File: config.mk
export PLATFORM = sky130hd
export DESIGN_NAME = countdown_ctrl
export DESIGN_NICKNAME = d
export VERILOG_FILES = /design/src/rtl/countdown_ctrl.sv
export SDC_FILE = /design/constraint.sdc
export NUM_CORES = 1
export LEC_CHECK = 0
export BUFFER_PORTS_ARGS = -buffer_cell sky130_fd_sc_hd__clkbuf_2
export CORE_AREA = 4 4 41 43
export CTS_CLUSTER_DIAMETER = 120
export DETAILED_ROUTE_END_ITERATION = 8
export DIE_AREA = 0 0 45 47
export PLACE_DENSITY = 0.56
export SYNTH_ARGS = -nofsm -noshare
export SYNTH_HDL_FRONTEND = slang
export SYNTH_SLANG_ARGS = --single-unit
File: constraint.sdc
create_clock -name clk -period 2.63 [get_ports clk]
set_input_delay 0 -clock clk [delete_from_list [all_inputs] [get_ports clk]]
set_output_delay 0 -clock clk [all_outputs]
set_load 0.05 [all_outputs]
File: src/rtl/countdown_ctrl.sv
// Countdown timer control stage driving a loadable down-counter.
// Optional periodic reload when COUNTDOWN_AUTO_RELOAD_EN is defined.
module countdown_ctrl #(
    parameter int WIDTH    = 4,
    parameter int PRESCALE = 4
) (
    input  logic             clk,
    input  logic             rst,
    input  logic             start,
    input  logic             stop,
    input  logic [WIDTH-1:0] load_val,
    input  logic             zero,
    output logic [WIDTH-1:0] cnt_in,
    output logic             latch,
    output logic             dec,
    output logic             busy,
    output logic             done
);

    localparam int PW = (PRESCALE > 1) ? $clog2(PRESCALE) : 1;
    localparam logic [PW-1:0] PMAX = PW'(PRESCALE - 1);

    typedef enum logic [1:0] {
        IDLE,
        LOAD,
        RUN,
        DONE
    } state_t;

    state_t           state;
    state_t           state_nxt;
    logic [WIDTH-1:0] load_q;
    logic [PW-1:0]    pre_q;
    logic [PW-1:0]    pre_nxt;
    logic             pre_wrap;
    logic             accept;

    assign pre_wrap = (pre_q == PMAX);
    assign accept   = (state == IDLE) && start && !stop;
    assign cnt_in   = load_q;

    always_ff @(posedge clk or posedge rst) begin
        if (rst) begin
            state  <= IDLE;
            load_q <= '0;
            pre_q  <= '0;
        end else begin
            state <= state_nxt;
            pre_q <= pre_nxt;
            if (accept)
                load_q <= load_val;
        end
    end

    always_comb begin
        state_nxt = state;
        pre_nxt   = pre_q;
        latch     = 1'b0;
        dec       = 1'b0;
        busy      = 1'b0;
        done      = 1'b0;
        unique case (state)
            IDLE: begin
                if (accept)
                    state_nxt = LOAD;
            end
            LOAD: begin
                latch     = 1'b1;
                busy      = 1'b1;
                pre_nxt   = '0;
                state_nxt = stop ? IDLE : RUN;
            end
            RUN: begin
                busy = 1'b1;
                dec  = pre_wrap && !zero;
                // prescaler freezes once the counter reaches zero
                if (!zero)
                    pre_nxt = pre_wrap ? '0 : pre_q + PW'(1);
                if (stop)
                    state_nxt = IDLE;
                else if (zero)
                    state_nxt = DONE;
            end
            DONE: begin
                done = 1'b1;
`ifdef COUNTDOWN_AUTO_RELOAD_EN
                busy      = 1'b1;
                state_nxt = stop ? IDLE : LOAD;
`else
                state_nxt = IDLE;
`endif
            end
            default: state_nxt = IDLE;
        endcase
    end

endmodule
==> impl_metrics.prom, run 1 <==
# TYPE chip_impl_metric gauge
chip_impl_metric{name="synth_largest_type_area_fraction",unit="%"} 44.7
chip_impl_metric{name="timing.final.hold_violations",unit=""} 0
chip_impl_metric{name="place.port_buffers",unit=""} 16
chip_impl_info{name="synthTopCellsByCount",value="dfrtp_1, ha_1, mux2_2, inv_1"} 1
chip_impl_metric{name="cap_violations",unit=""} 0
chip_impl_metric{name="antenna_found_initial",unit=""} 0
chip_impl_metric{name="worst_clock_skew",unit="ns"} 0.00318
chip_impl_info{name="cts_root_buf",value="clkbuf_4"} 1
chip_impl_metric{name="critPathMaxStageDelay",unit="ns"} 0.39
chip_impl_info{name="synth_most_common_cell",value="dfrtp_1"} 1
chip_impl_metric{name="synthToLayoutAreaGrowth",unit="%"} 38.3
chip_impl_metric{name="internal_power",unit="uW"} 357
chip_impl_metric{name="cts.hold.buffers_added",unit=""} 5
chip_impl_info{name="synth_top_cell_by_area",value="dfrtp_1"} 1
chip_impl_metric{name="grt.met3_usage",unit="%"} 5.75
chip_impl_metric{name="numCtsBuffers",unit=""} 3
chip_impl_info{name="synth-main-ff-cell",value="dfrtp_1"} 1
chip_impl_metric{name="detailed_place_hpwl",unit="um"} 672
chip_impl_info{name="cp_cell_sequence",value="inv_1, ha_1, and3_1, clkbuf_2"} 1
chip_impl_metric{name="detail_route.wirelength",unit="um"} 831
chip_impl_metric{name="dieHeight",unit="um"} 47
chip_impl_metric{name="switching_share",unit="%"} 50.6
chip_impl_metric{name="clock_insertion_delay_worst_skew",unit="ns"} 0.25
chip_impl_metric{name="dp_cells",unit=""} 68
chip_impl_metric{name="ioPinCount",unit=""} 17
chip_impl_metric{name="maximum_clock_rate",unit="MHz"} 659
chip_impl_info{name="post_synth_main_area_contributors",value="dfrtp_1, ha_1, mux2_2"} 1
chip_impl_metric{name="die-area",unit="um2"} 2120
chip_impl_metric{name="slew_violations",unit=""} 0
chip_impl_metric{name="netlist-cell-type-count",unit=""} 18
chip_impl_metric{name="wire_length_of_the_first_global_routing_pass",unit="um"} 1410
chip_impl_metric{name="synth.cell_area",unit="um2"} 448
chip_impl_metric{name="drt_first_pass_iters",unit=""} 3
chip_impl_info{name="tritoncts",value="yes"} 1
chip_impl_metric{name="clock_path_buffers",unit=""} 2
chip_impl_info{name="grt-busiest-layer",value="met2"} 1
chip_impl_metric{name="fill_cells",unit=""} 123
chip_impl_info{name="critPathKind",value="reg2out"} 1
chip_impl_metric{name="finalCritPeriodShare",unit="%"} 57.7
chip_impl_metric{name="floorplan.rows",unit=""} 13
chip_impl_info{name="crit_path_start_kind",value="register"} 1
chip_impl_metric{name="via_per_inst",unit=""} 4.67
chip_impl_info{name="min-delay-path-class",value="in2reg"} 1
chip_impl_metric{name="postRouteAntennaNets",unit=""} 0
chip_impl_metric{name="via_count",unit=""} 355
chip_impl_metric{name="final_critical_path_setup_slack",unit="ns"} 1.11
chip_impl_metric{name="maximum_number_of_pins_on_one_net_before_global_route_repair",unit=""} 9
chip_impl_metric{name="htreeDepth",unit=""} 1
chip_impl_metric{name="cts.sinks",unit=""} 8
chip_impl_metric{name="post-route-drc-count",unit=""} 0
chip_impl_metric{name="mapped_cells",unit=""} 37
chip_impl_metric{name="drt-wirelength-per-cell",unit="um"} 10.9
chip_impl_info{name="status",value="complete, no violations"} 1
chip_impl_metric{name="die_x",unit="um"} 45
chip_impl_metric{name="fin_nets",unit=""} 78
chip_impl_metric{name="clkSlewWorstSetupHoldPaths",unit="ns"} 0.05
chip_impl_metric{name="post-layout-total-power",unit="uW"} 724
chip_impl_metric{name="instances_no_fill",unit=""} 76
chip_impl_metric{name="synth.avg_cell_area",unit="um2"} 12.1
chip_impl_metric{name="met1_usage",unit="%"} 10.4
chip_impl_metric{name="share_comb_of_total_power",unit="%"} 59.1
chip_impl_metric{name="net-switching-power",unit="uW"} 366
chip_impl_metric{name="grt.overflow.total",unit=""} 0
chip_impl_info{name="critical_path_s_slowest_cell",value="dfrtp_1"} 1
chip_impl_info{name="rsz0062_at_grt",value="false"} 1
chip_impl_metric{name="relative_slew_slack",unit="%"} 80.7
chip_impl_metric{name="track_usage",unit="%"} 9.91
chip_impl_metric{name="core",unit="um2"} 1300
chip_impl_metric{name="power_frac_clock",unit="%"} 12.4
chip_impl_metric{name="finalWeightedCongestion",unit=""} 0.731
chip_impl_metric{name="synth_warnings",unit=""} 0
chip_impl_metric{name="insertedDiodeCount",unit=""} 0
chip_impl_metric{name="power_leakage",unit="uW"} 0.000338
chip_impl_metric{name="synth.net_count",unit=""} 52
chip_impl_metric{name="detail_route.iter0.violations",unit=""} 1
chip_impl_metric{name="setup_viol_count_final",unit=""} 0
chip_impl_metric{name="finalCriticalPeriod",unit="ns"} 1.52
chip_impl_metric{name="tightest_slew",unit="ns"} 0.289
chip_impl_info{name="critical_path.endpoint_type",value="output port"} 1
chip_impl_metric{name="register_area_share_after_synthesis",unit="%"} 44.7
chip_impl_metric{name="initial_core_util",unit="%"} 34.4
chip_impl_metric{name="grt.met2_usage",unit="%"} 16.7
chip_impl_metric{name="arrival",unit="ns"} 1.52
chip_impl_metric{name="fin_setup_tns",unit="ns"} 0
chip_impl_metric{name="post_cts.repair.setup_buffers",unit=""} 0
chip_impl_metric{name="first_global_vias",unit=""} 344
chip_impl_metric{name="worstPathMaxFanout",unit=""} 7
chip_impl_metric{name="seq_power_share",unit="%"} 28.5
chip_impl_metric{name="max-vdd-ir-drop",unit="mV"} 0.710
chip_impl_metric{name="layout-drive-gt1-share",unit="%"} 44.3
chip_impl_metric{name="postSynthRegisterBits",unit=""} 8
chip_impl_metric{name="synth_enable_flop_cells",unit=""} 0
chip_impl_metric{name="power_density",unit="nW/um2"} 1170
chip_impl_metric{name="required",unit="ns"} 2.63
chip_impl_metric{name="async_flop_share",unit="%"} 100
chip_impl_metric{name="post_cts_resized",unit=""} 0
chip_impl_metric{name="dp_worst_setup_slack",unit="ns"} 1.19
## power groups by stage
stage / registers [uW] / clock network, uW / logic (uW)
global route: 213 / 106 / 458
global placement: 209 / 0 / 430
floorplan: 316 / 0 / 239
detailed placement: 209 / 0 / 427
CTS: 207 / 93.8 / 432
finish: 206 / 90.1 / 427
## routing by layer
layer,up-vias,share of wire (%)
met2,11,54
met4,0,0
li1,179,-
met1,165,39
met3,0,6.6
met5,-,0
## flip-flops by register name, indices dropped and copies added (netlist names)
| signal | count |
|---|---|
| cnt_in | 4 |
| state | 2 |
| pre_q | 2 |
## cell families (layout without fill, tap and decap cells)
logic type | Yosys count | in the layout | share of synthesized area [%]
AOI/OAI and AO/OA | 6 | 6 | 12.6
adders and majority gates | 6 | 6 | 16.8
buffers and inverters | 5 | 29 | 4.19
DFF | 8 | 8 | 44.7
muxes | 6 | 6 | 14.8
and+or+nand+nor | 6 | 6 | 6.98
## metrics by stage
stage,util [%],area [um2],hold slack (ns)
finish,47.6,619,0.127
floorplan,-,448,-0.184
global route,47.6,619,0.161
global placement,42.0,547,-0.0591
CTS,47.6,619,0.134
detailed placement,42.0,547,-0.0589
## layout make-up
class / instances / area (um2) / area share, %
repair buffers: 21 / 130 / 21.0
multi-input cells: 24 / 229 / 37.0
well taps: 15 / 18.8 / 3.03
inverters: 5 / 18.8 / 3.03
flip-flops and latches: 8 / 200 / 32.3
clock buffers: 3 / 22.5 / 3.64
## placed cells by master, fill, tap and decap left out
cell / instances
a21oi_1: 1
inv_2: 2
mux2_2: 4
clkbuf_4: 3
a32oi_2: 1
a22o_1: 1
mux2i_1: 1
mux2_1: 1
and3_1: 1
dlygate4sd3_1: 5
dfrtp_1: 8
a21o_1: 1
a21o_2: 1
ha_1: 6
nand3_1: 1
a32o_1: 1
clkbuf_2: 16
nor3_1: 2
nor2_1: 1
inv_1: 3
nand2b_1: 1
## final timing paths
kind / cells past startpoint / startpoint / slack [ns] / endpoint
max: 4 / state[0]$_DFFE_PP0P_ / 1.11 / dec
min: 3 / zero / 0.13 / pre_q[1]$_DFFE_PP0P_
max reg2reg: 5 / state[0]$_DFFE_PP0P_ / 1.20 / state[1]$_DFFE_PP0P_
min reg2reg: 1 / cnt_in[3]$_DFFE_PP0P_ / 0.50 / cnt_in[3]$_DFFE_PP0P_
max in group asynchronous: 3 / rst / 2.19 / cnt_in[0]$_DFFE_PP0P_
min in group asynchronous: 3 / rst / 0.21 / pre_q[1]$_DFFE_PP0P_
## critical path: cells and delay by family (launching register included)
family | cells | cell delay (ns)
flops | 1 | 0.39
simple gates | 1 | 0.19
buf+inv | 2 | 0.39
fa+ha+maj | 1 | 0.29
No activity file was read; power rests on OpenSTA's default activity.
==> run 2, diff against run 1 <==
==> constraint.sdc (replaced) <==
create_clock -name clk -period 1.4 [get_ports clk]
set_input_delay 0 -clock clk [delete_from_list [all_inputs] [get_ports clk]]
set_output_delay 0 -clock clk [all_outputs]
set_load 0.05 [all_outputs]
==> run 2 against run 1 <==
Against the previous run:
- sequential power increased by 89%
- power increased by 100%
- cell count increased by 5.3%
- clock power increased by 86%
- die area unchanged
- count of clock-buffer cells in the layout unchanged
- hold slack improved by 0.0034 ns
- non-clock buffer count increased by 4
==> impl_metrics.prom, run 2 (synthesis gave the netlist of run 1 again) <==
# TYPE chip_impl_metric gauge
chip_impl_metric{name="final_critical_path_setup_slack",unit="ns"} 0.0756
chip_impl_metric{name="max_reg_flops",unit=""} 4
chip_impl_metric{name="max-vdd-ir-drop",unit="mV"} 1.15
chip_impl_info{name="cts_root_buf",value="clkbuf_4"} 1
chip_impl_info{name="hp-start",value="zero"} 1
chip_impl_metric{name="die-area",unit="um2"} 2120
chip_impl_metric{name="power_density",unit="nW/um2"} 2140
chip_impl_metric{name="required",unit="ns"} 1.52
chip_impl_info{name="critical_path_s_slowest_cell",value="dfrtp_2"} 1
chip_impl_metric{name="floorplan.rows",unit=""} 13
chip_impl_metric{name="finalCriticalPeriod",unit="ns"} 1.32
chip_impl_metric{name="relative_slew_slack",unit="%"} 80.9
chip_impl_info{name="status",value="complete, no violations"} 1
chip_impl_metric{name="ioPinCount",unit=""} 17
chip_impl_metric{name="fin_setup_tns",unit="ns"} 0
chip_impl_metric{name="reg2reg_setup_slack",unit="ns"} 0.08
chip_impl_info{name="critPathTopFamily",value="flip-flops"} 1
chip_impl_metric{name="detailed_place_hpwl",unit="um"} 737
chip_impl_metric{name="clock_path_buffers",unit=""} 2
chip_impl_metric{name="maximum_clock_rate",unit="MHz"} 755
chip_impl_metric{name="antenna_found_initial",unit=""} 0
chip_impl_metric{name="drt_first_pass_iters",unit=""} 3
chip_impl_info{name="worst_setup_startpoint",value="state[1]$_DFFE_PP0P_"} 1
chip_impl_metric{name="setup_viol_count_final",unit=""} 0
chip_impl_info{name="min-delay-path-class",value="in2reg"} 1
chip_impl_metric{name="tightest_slew",unit="ns"} 0.287
chip_impl_metric{name="critical_path.n_buffers_inverters",unit=""} 1
chip_impl_metric{name="critPathMaxStageDelay",unit="ns"} 0.41
chip_impl_metric{name="via_count",unit=""} 376
chip_impl_metric{name="core",unit="um2"} 1300
chip_impl_metric{name="finalWeightedCongestion",unit=""} 0.727
chip_impl_metric{name="initial_core_util",unit="%"} 34.4
chip_impl_metric{name="final_area",unit="um2"} 688
chip_impl_info{name="critical_path.endpoint_type",value="register"} 1
chip_impl_metric{name="clock_insertion_delay_worst_skew",unit="ns"} 0.25
chip_impl_metric{name="slew_violations",unit=""} 0
chip_impl_info{name="crit_path_start_kind",value="register"} 1
chip_impl_metric{name="post-layout-total-power",unit="uW"} 1470
chip_impl_metric{name="place_area",unit="um2"} 572
chip_impl_info{name="cp_cell_sequence",value="inv_2, ha_1, a32oi_2, mux2_1"} 1
chip_impl_metric{name="dp_worst_setup_slack",unit="ns"} 0.0267
chip_impl_info{name="layout_common_cells",value="clkbuf_2, dfrtp_1, dlygate4sd3_1"} 1
chip_impl_metric{name="place.port_buffers",unit=""} 16
chip_impl_metric{name="wire_length_of_the_first_global_routing_pass",unit="um"} 1590
chip_impl_metric{name="postRouteAntennaNets",unit=""} 0
chip_impl_metric{name="cts.sinks",unit=""} 8
chip_impl_metric{name="grt.overflow.total",unit=""} 0
chip_impl_info{name="crit-reg2reg-launch",value="state[1]$_DFFE_PP0P_"} 1
chip_impl_metric{name="insertedDiodeCount",unit=""} 0
chip_impl_metric{name="clkSlewWorstSetupHoldPaths",unit="ns"} 0.05
chip_impl_metric{name="worstPathMaxFanout",unit=""} 4
chip_impl_metric{name="fin_nets",unit=""} 82
chip_impl_metric{name="worst_clock_skew",unit="ns"} 0.00691
chip_impl_metric{name="synthToLayoutAreaGrowth",unit="%"} 53.6
chip_impl_metric{name="drt-wirelength-per-cell",unit="um"} 11.8
chip_impl_metric{name="first_global_vias",unit=""} 396
chip_impl_metric{name="die_x",unit="um"} 45
chip_impl_metric{name="post-route-drc-count",unit=""} 0
chip_impl_info{name="final_common_cell",value="clkbuf_2"} 1
chip_impl_metric{name="layout-drive-gt1-share",unit="%"} 60.0
chip_impl_metric{name="via_per_inst",unit=""} 4.70
chip_impl_info{name="rsz0062_at_grt",value="false"} 1
chip_impl_metric{name="timing.final.hold_violations",unit=""} 0
chip_impl_metric{name="detail_route.wirelength",unit="um"} 944
chip_impl_metric{name="cap_violations",unit=""} 0
chip_impl_info{name="tritoncts",value="yes"} 1
chip_impl_metric{name="detail_route.iter0.violations",unit=""} 3
chip_impl_metric{name="dieHeight",unit="um"} 47
chip_impl_metric{name="power_leakage",unit="uW"} 0.000355
chip_impl_metric{name="track_usage",unit="%"} 10.8
chip_impl_metric{name="htreeDepth",unit=""} 1
chip_impl_metric{name="maximum_number_of_pins_on_one_net_before_global_route_repair",unit=""} 9
chip_impl_info{name="critPathKind",value="reg2reg"} 1
chip_impl_metric{name="numCtsBuffers",unit=""} 3
chip_impl_metric{name="finalCritPeriodShare",unit="%"} 94.6
chip_impl_metric{name="arrival",unit="ns"} 1.45
==> run 2: changes by cell type in the layout (fill, tap and decap cells not counted), moves of 2 or more <==
| cell | before | now |
|---|---|---|
| buf_4 | 0 | 4 |
| ha_1 | 6 | 4 |
| inv_2 | 2 | 4 |
| inv_1 | 3 | 1 |
==> run 2: power breakdown <==
part	internal (uW)	switching, uW	leakage (uW)
clock	97.6	70.7	0.0000138
combinational	316	597	0.000243
sequential	329	60.2	0.0000987
==> run 2: per-layer routing <==
layer | part of all wire [%] | track usage, % | up-vias | wire length (um)
met1 | 34 | 11.0 | 178 | 323
met2 | 61 | 19.8 | 9 | 572
met3 | 5.2 | 4.60 | 0 | 49
met4 | 0 | 3.51 | 0 | 0
met5 | 0 | 0 | - | 0
li1 | - | - | 189 | -
==> run 2: per-stage QoR <==
| step | util (%) | hold slack (ns) | cells |
|---|---|---|---|
| floorplan | - | -0.184 | 37 |
| global placement | 43.9 | -0.0586 | 71 |
| detailed placement | 43.9 | -0.0638 | 71 |
| CTS | 49.6 | 0.00151 | 78 |
| global route | 52.9 | 0.151 | 80 |
| finish | 52.9 | 0.130 | 80 |
==> run 2: worst paths after layout <==
check,cells after the start,to
setup / recovery,4,state[1]$_DFFE_PP0P_
hold reg to reg,1,pre_q[1]$_DFFE_PP0P_
hold / removal,3,pre_q[1]$_DFFE_PP0P_
setup reg to reg,4,state[1]$_DFFE_PP0P_
min in group asynchronous,3,pre_q[0]$_DFFE_PP0P_
max in group asynchronous,3,state[1]$_DFFE_PP0P_
==> run 2: cell type report <==
class	instances	area [um2]
clock buffers	3	22.5
fillers	130	613
inverters	5	18.8
multi-input cells	24	256
flip-flops and latches	8	201
well taps	15	18.8
repair buffers	25	170
==> run 2: worst register-to-register path, cell delays in order, from the launching register on <==
cell     delay, ns
dfrtp_2       0.41
inv_2         0.06
ha_1          0.21
a32oi_2       0.19
mux2_1        0.34
==> run 2: what timing repair did <==
item / in CTS / in global routing
setup buffers: 0 / 1
setup endpoints to repair: 1 / 6
pin swaps: 1 / 1
hold buffers: 4 / 1
gates resized for setup: 3 / 8
gates cloned: 0 / 0
endpoints found under the hold margin: 11 / 1
==> run 3, diff against run 2 <==
--- a/config.mk
+++ b/config.mk
@@ -6,10 +6,13 @@
 export NUM_CORES = 1
 export LEC_CHECK = 0
 export BUFFER_PORTS_ARGS = -buffer_cell sky130_fd_sc_hd__clkbuf_2
+export CAP_MARGIN = 20
 export CORE_AREA = 4 4 41 43
+export CTS_BUF_LIST = sky130_fd_sc_hd__clkbuf_4 sky130_fd_sc_hd__clkbuf_8 sky130_fd_sc_hd__clkbuf_16
 export CTS_CLUSTER_DIAMETER = 120
 export DETAILED_ROUTE_END_ITERATION = 8
 export DIE_AREA = 0 0 45 47
+export GPL_TIMING_DRIVEN = 0
 export PLACE_DENSITY = 0.56
 export SYNTH_ARGS = -nofsm -noshare
 export SYNTH_HDL_FRONTEND = slang
==> run 3 against run 2 <==
Against the previous run:
- critical path depth is the same
- critical path type unchanged
- critical endpoint is now cnt_in[2]$_DFFE_PP0P_
- global-route usage about the same
- largest cell class unchanged
- first-iteration DRC count down 33%
- die area unchanged
- non-clock buffer count decreased by 2
- clock power is essentially flat
- cell area decreased by 4.7%
- routed wire length down 4.8%
==> impl_metrics.prom, run 3 (synthesis gave the netlist of run 1 again) <==
# TYPE chip_impl_metric gauge
chip_impl_metric{name="power_density",unit="nW/um2"} 2200
chip_impl_metric{name="detail_route.iter0.violations",unit=""} 2
chip_impl_metric{name="power_leakage",unit="uW"} 0.000345
chip_impl_metric{name="detail_route.wirelength",unit="um"} 899
chip_impl_metric{name="die-area",unit="um2"} 2120
chip_impl_metric{name="synthToLayoutAreaGrowth",unit="%"} 46.4
chip_impl_metric{name="fin_setup_tns",unit="ns"} 0
chip_impl_metric{name="insertedDiodeCount",unit=""} 0
chip_impl_metric{name="via_count",unit=""} 356
chip_impl_metric{name="dieHeight",unit="um"} 47
chip_impl_metric{name="critPathMaxStageDelay",unit="ns"} 0.39
chip_impl_metric{name="dp_cells",unit=""} 68
chip_impl_metric{name="worst_clock_skew",unit="ns"} 0.00216
chip_impl_metric{name="instances_no_fill",unit=""} 78
chip_impl_metric{name="layout-drive-gt1-share",unit="%"} 55.6
chip_impl_metric{name="drt-wirelength-per-cell",unit="um"} 11.5
chip_impl_metric{name="ioPinCount",unit=""} 17
chip_impl_info{name="final_common_cell",value="clkbuf_2"} 1
chip_impl_info{name="status",value="complete, no violations"} 1
chip_impl_metric{name="max-vdd-ir-drop",unit="mV"} 1.18
chip_impl_metric{name="finalWeightedCongestion",unit=""} 0.711
chip_impl_metric{name="critical_path.n_buffers_inverters",unit=""} 1
chip_impl_metric{name="max_reg_flops",unit=""} 4
chip_impl_metric{name="postRouteAntennaNets",unit=""} 0
chip_impl_metric{name="finalCoreUtilization",unit="%"} 50.4
chip_impl_info{name="cts_root_buf",value="clkbuf_4"} 1
chip_impl_metric{name="first_global_vias",unit=""} 377
chip_impl_metric{name="required",unit="ns"} 1.53
chip_impl_metric{name="cts.sinks",unit=""} 8
chip_impl_info{name="critical_path_s_slowest_cell",value="dfrtp_1"} 1
chip_impl_metric{name="maximum_clock_rate",unit="MHz"} 728
chip_impl_metric{name="tightest_slew",unit="ns"} 0.301
chip_impl_info{name="layout_common_cells",value="clkbuf_2, dfrtp_1, dlygate4sd3_1"} 1
chip_impl_metric{name="wire_length_of_the_first_global_routing_pass",unit="um"} 1570
chip_impl_metric{name="clkSlewWorstSetupHoldPaths",unit="ns"} 0.05
chip_impl_metric{name="core",unit="um2"} 1300
chip_impl_metric{name="slew_violations",unit=""} 0
chip_impl_metric{name="htreeDepth",unit=""} 1
chip_impl_metric{name="numCtsBuffers",unit=""} 3
chip_impl_metric{name="worstPathMaxFanout",unit=""} 4
chip_impl_metric{name="timing.final.hold_violations",unit=""} 0
chip_impl_metric{name="clock_path_buffers",unit=""} 2
chip_impl_info{name="cp_cell_sequence",value="inv_2, ha_1, nand3_1, mux2_2"} 1
chip_impl_metric{name="finalCriticalPeriod",unit="ns"} 1.37
chip_impl_info{name="critPathTopFamily",value="flip-flops"} 1
chip_impl_info{name="crit_path_start_kind",value="register"} 1
chip_impl_metric{name="timing.hold.ws",unit="ns"} 0.137
chip_impl_metric{name="detailed_place_hpwl",unit="um"} 670
chip_impl_metric{name="finalCritPeriodShare",unit="%"} 98.1
chip_impl_metric{name="relative_slew_slack",unit="%"} 79.9
chip_impl_metric{name="arrival",unit="ns"} 1.50
chip_impl_info{name="rsz0062_at_grt",value="true"} 1
chip_impl_info{name="critical_path.endpoint_type",value="register"} 1
chip_impl_metric{name="die_x",unit="um"} 45
chip_impl_info{name="critPathKind",value="reg2reg"} 1
chip_impl_metric{name="clock_insertion_delay_worst_skew",unit="ns"} 0.25
chip_impl_metric{name="cap_violations",unit=""} 0
chip_impl_info{name="min-delay-path-class",value="in2reg"} 1
chip_impl_metric{name="setup_viol_count_final",unit=""} 0
chip_impl_metric{name="place.port_buffers",unit=""} 16
chip_impl_metric{name="post-route-drc-count",unit=""} 0
chip_impl_metric{name="initial_core_util",unit="%"} 34.4
chip_impl_metric{name="antenna_found_initial",unit=""} 0
chip_impl_metric{name="floorplan.rows",unit=""} 13
chip_impl_metric{name="grt.overflow.total",unit=""} 0
chip_impl_metric{name="track_usage",unit="%"} 10.8
chip_impl_metric{name="drt_first_pass_iters",unit=""} 4
chip_impl_metric{name="maximum_number_of_pins_on_one_net_before_global_route_repair",unit=""} 9
chip_impl_info{name="tritoncts",value="yes"} 1
chip_impl_metric{name="post-layout-total-power",unit="uW"} 1440
chip_impl_metric{name="via_per_inst",unit=""} 4.56
chip_impl_metric{name="fin_nets",unit=""} 80
## run 3: cell types whose count changed in the layout (fill, tap and decap cells not counted), sizes merged
cell and delta:
buf -3, clkbuf +1
## run 3: power by group
| group | internal (uW) | switching, uW |
|---|---|---|
| clock | 97.7 | 72.1 |
| combinational | 283 | 588 |
| sequential | 329 | 69.2 |
| total | 710 | 729 |
## run 3: worst register-to-register path, cell delays in order (launching register included)
cell and delay, ns:
dfrtp_1 0.39, inv_2 0.08, ha_1 0.23, nand3_1 0.20, mux2_2 0.36
## run 3: layout make-up
class | instances | area (um2)
fill | 129 | 646
multi-input combinational | 24 | 246
sequential | 8 | 201
timing repair buffer | 23 | 148
clock buffer | 3 | 22.5
inverter | 5 | 18.8
tap | 15 | 18.8
## run 3: repair_timing
item | in CTS | in global routing
endpoints found under the setup margin | 3 | 6
resized for setup | 5 | 2
pin swaps | 1 | 1
hold buffers | 5 | 0
setup buffers | 2 | 0
endpoints found under the hold margin | 12 | 0
## run 3: stage by stage
step / area (um2) / setup slack, ns
floorplan: 450 / 0.00958
global placement: 549 / -0.0825
detailed placement: 549 / -0.0853
CTS: 652 / -0.00548
global route: 656 / -0.0343
finish: 656 / 0.0264
## run 3: worst paths after layout
path	start	end	slack, ns	depth (start not counted)
min in group asynchronous	rst	cnt_in[3]$_DFFE_PP0P_	0.22	3
min reg2reg	pre_q[1]$_DFFE_PP0P_	pre_q[1]$_DFFE_PP0P_	0.51	1
max	state[0]$_DFFE_PP0P_	cnt_in[2]$_DFFE_PP0P_	0.03	4
max reg2reg	state[0]$_DFFE_PP0P_	cnt_in[2]$_DFFE_PP0P_	0.03	4
max in group asynchronous	rst	state[1]$_DFFE_PP0P_	0.93	3
min	zero	pre_q[1]$_DFFE_PP0P_	0.14	3
## run 3: routing by layer
metal	GRT usage, %	up-vias	part of all wire (%)
li1	-	184	-
met1	12.4	165	41
met2	17.2	7	54
met3	3.45	0	4.8
met4	7.02	0	0
met5	0	-	0
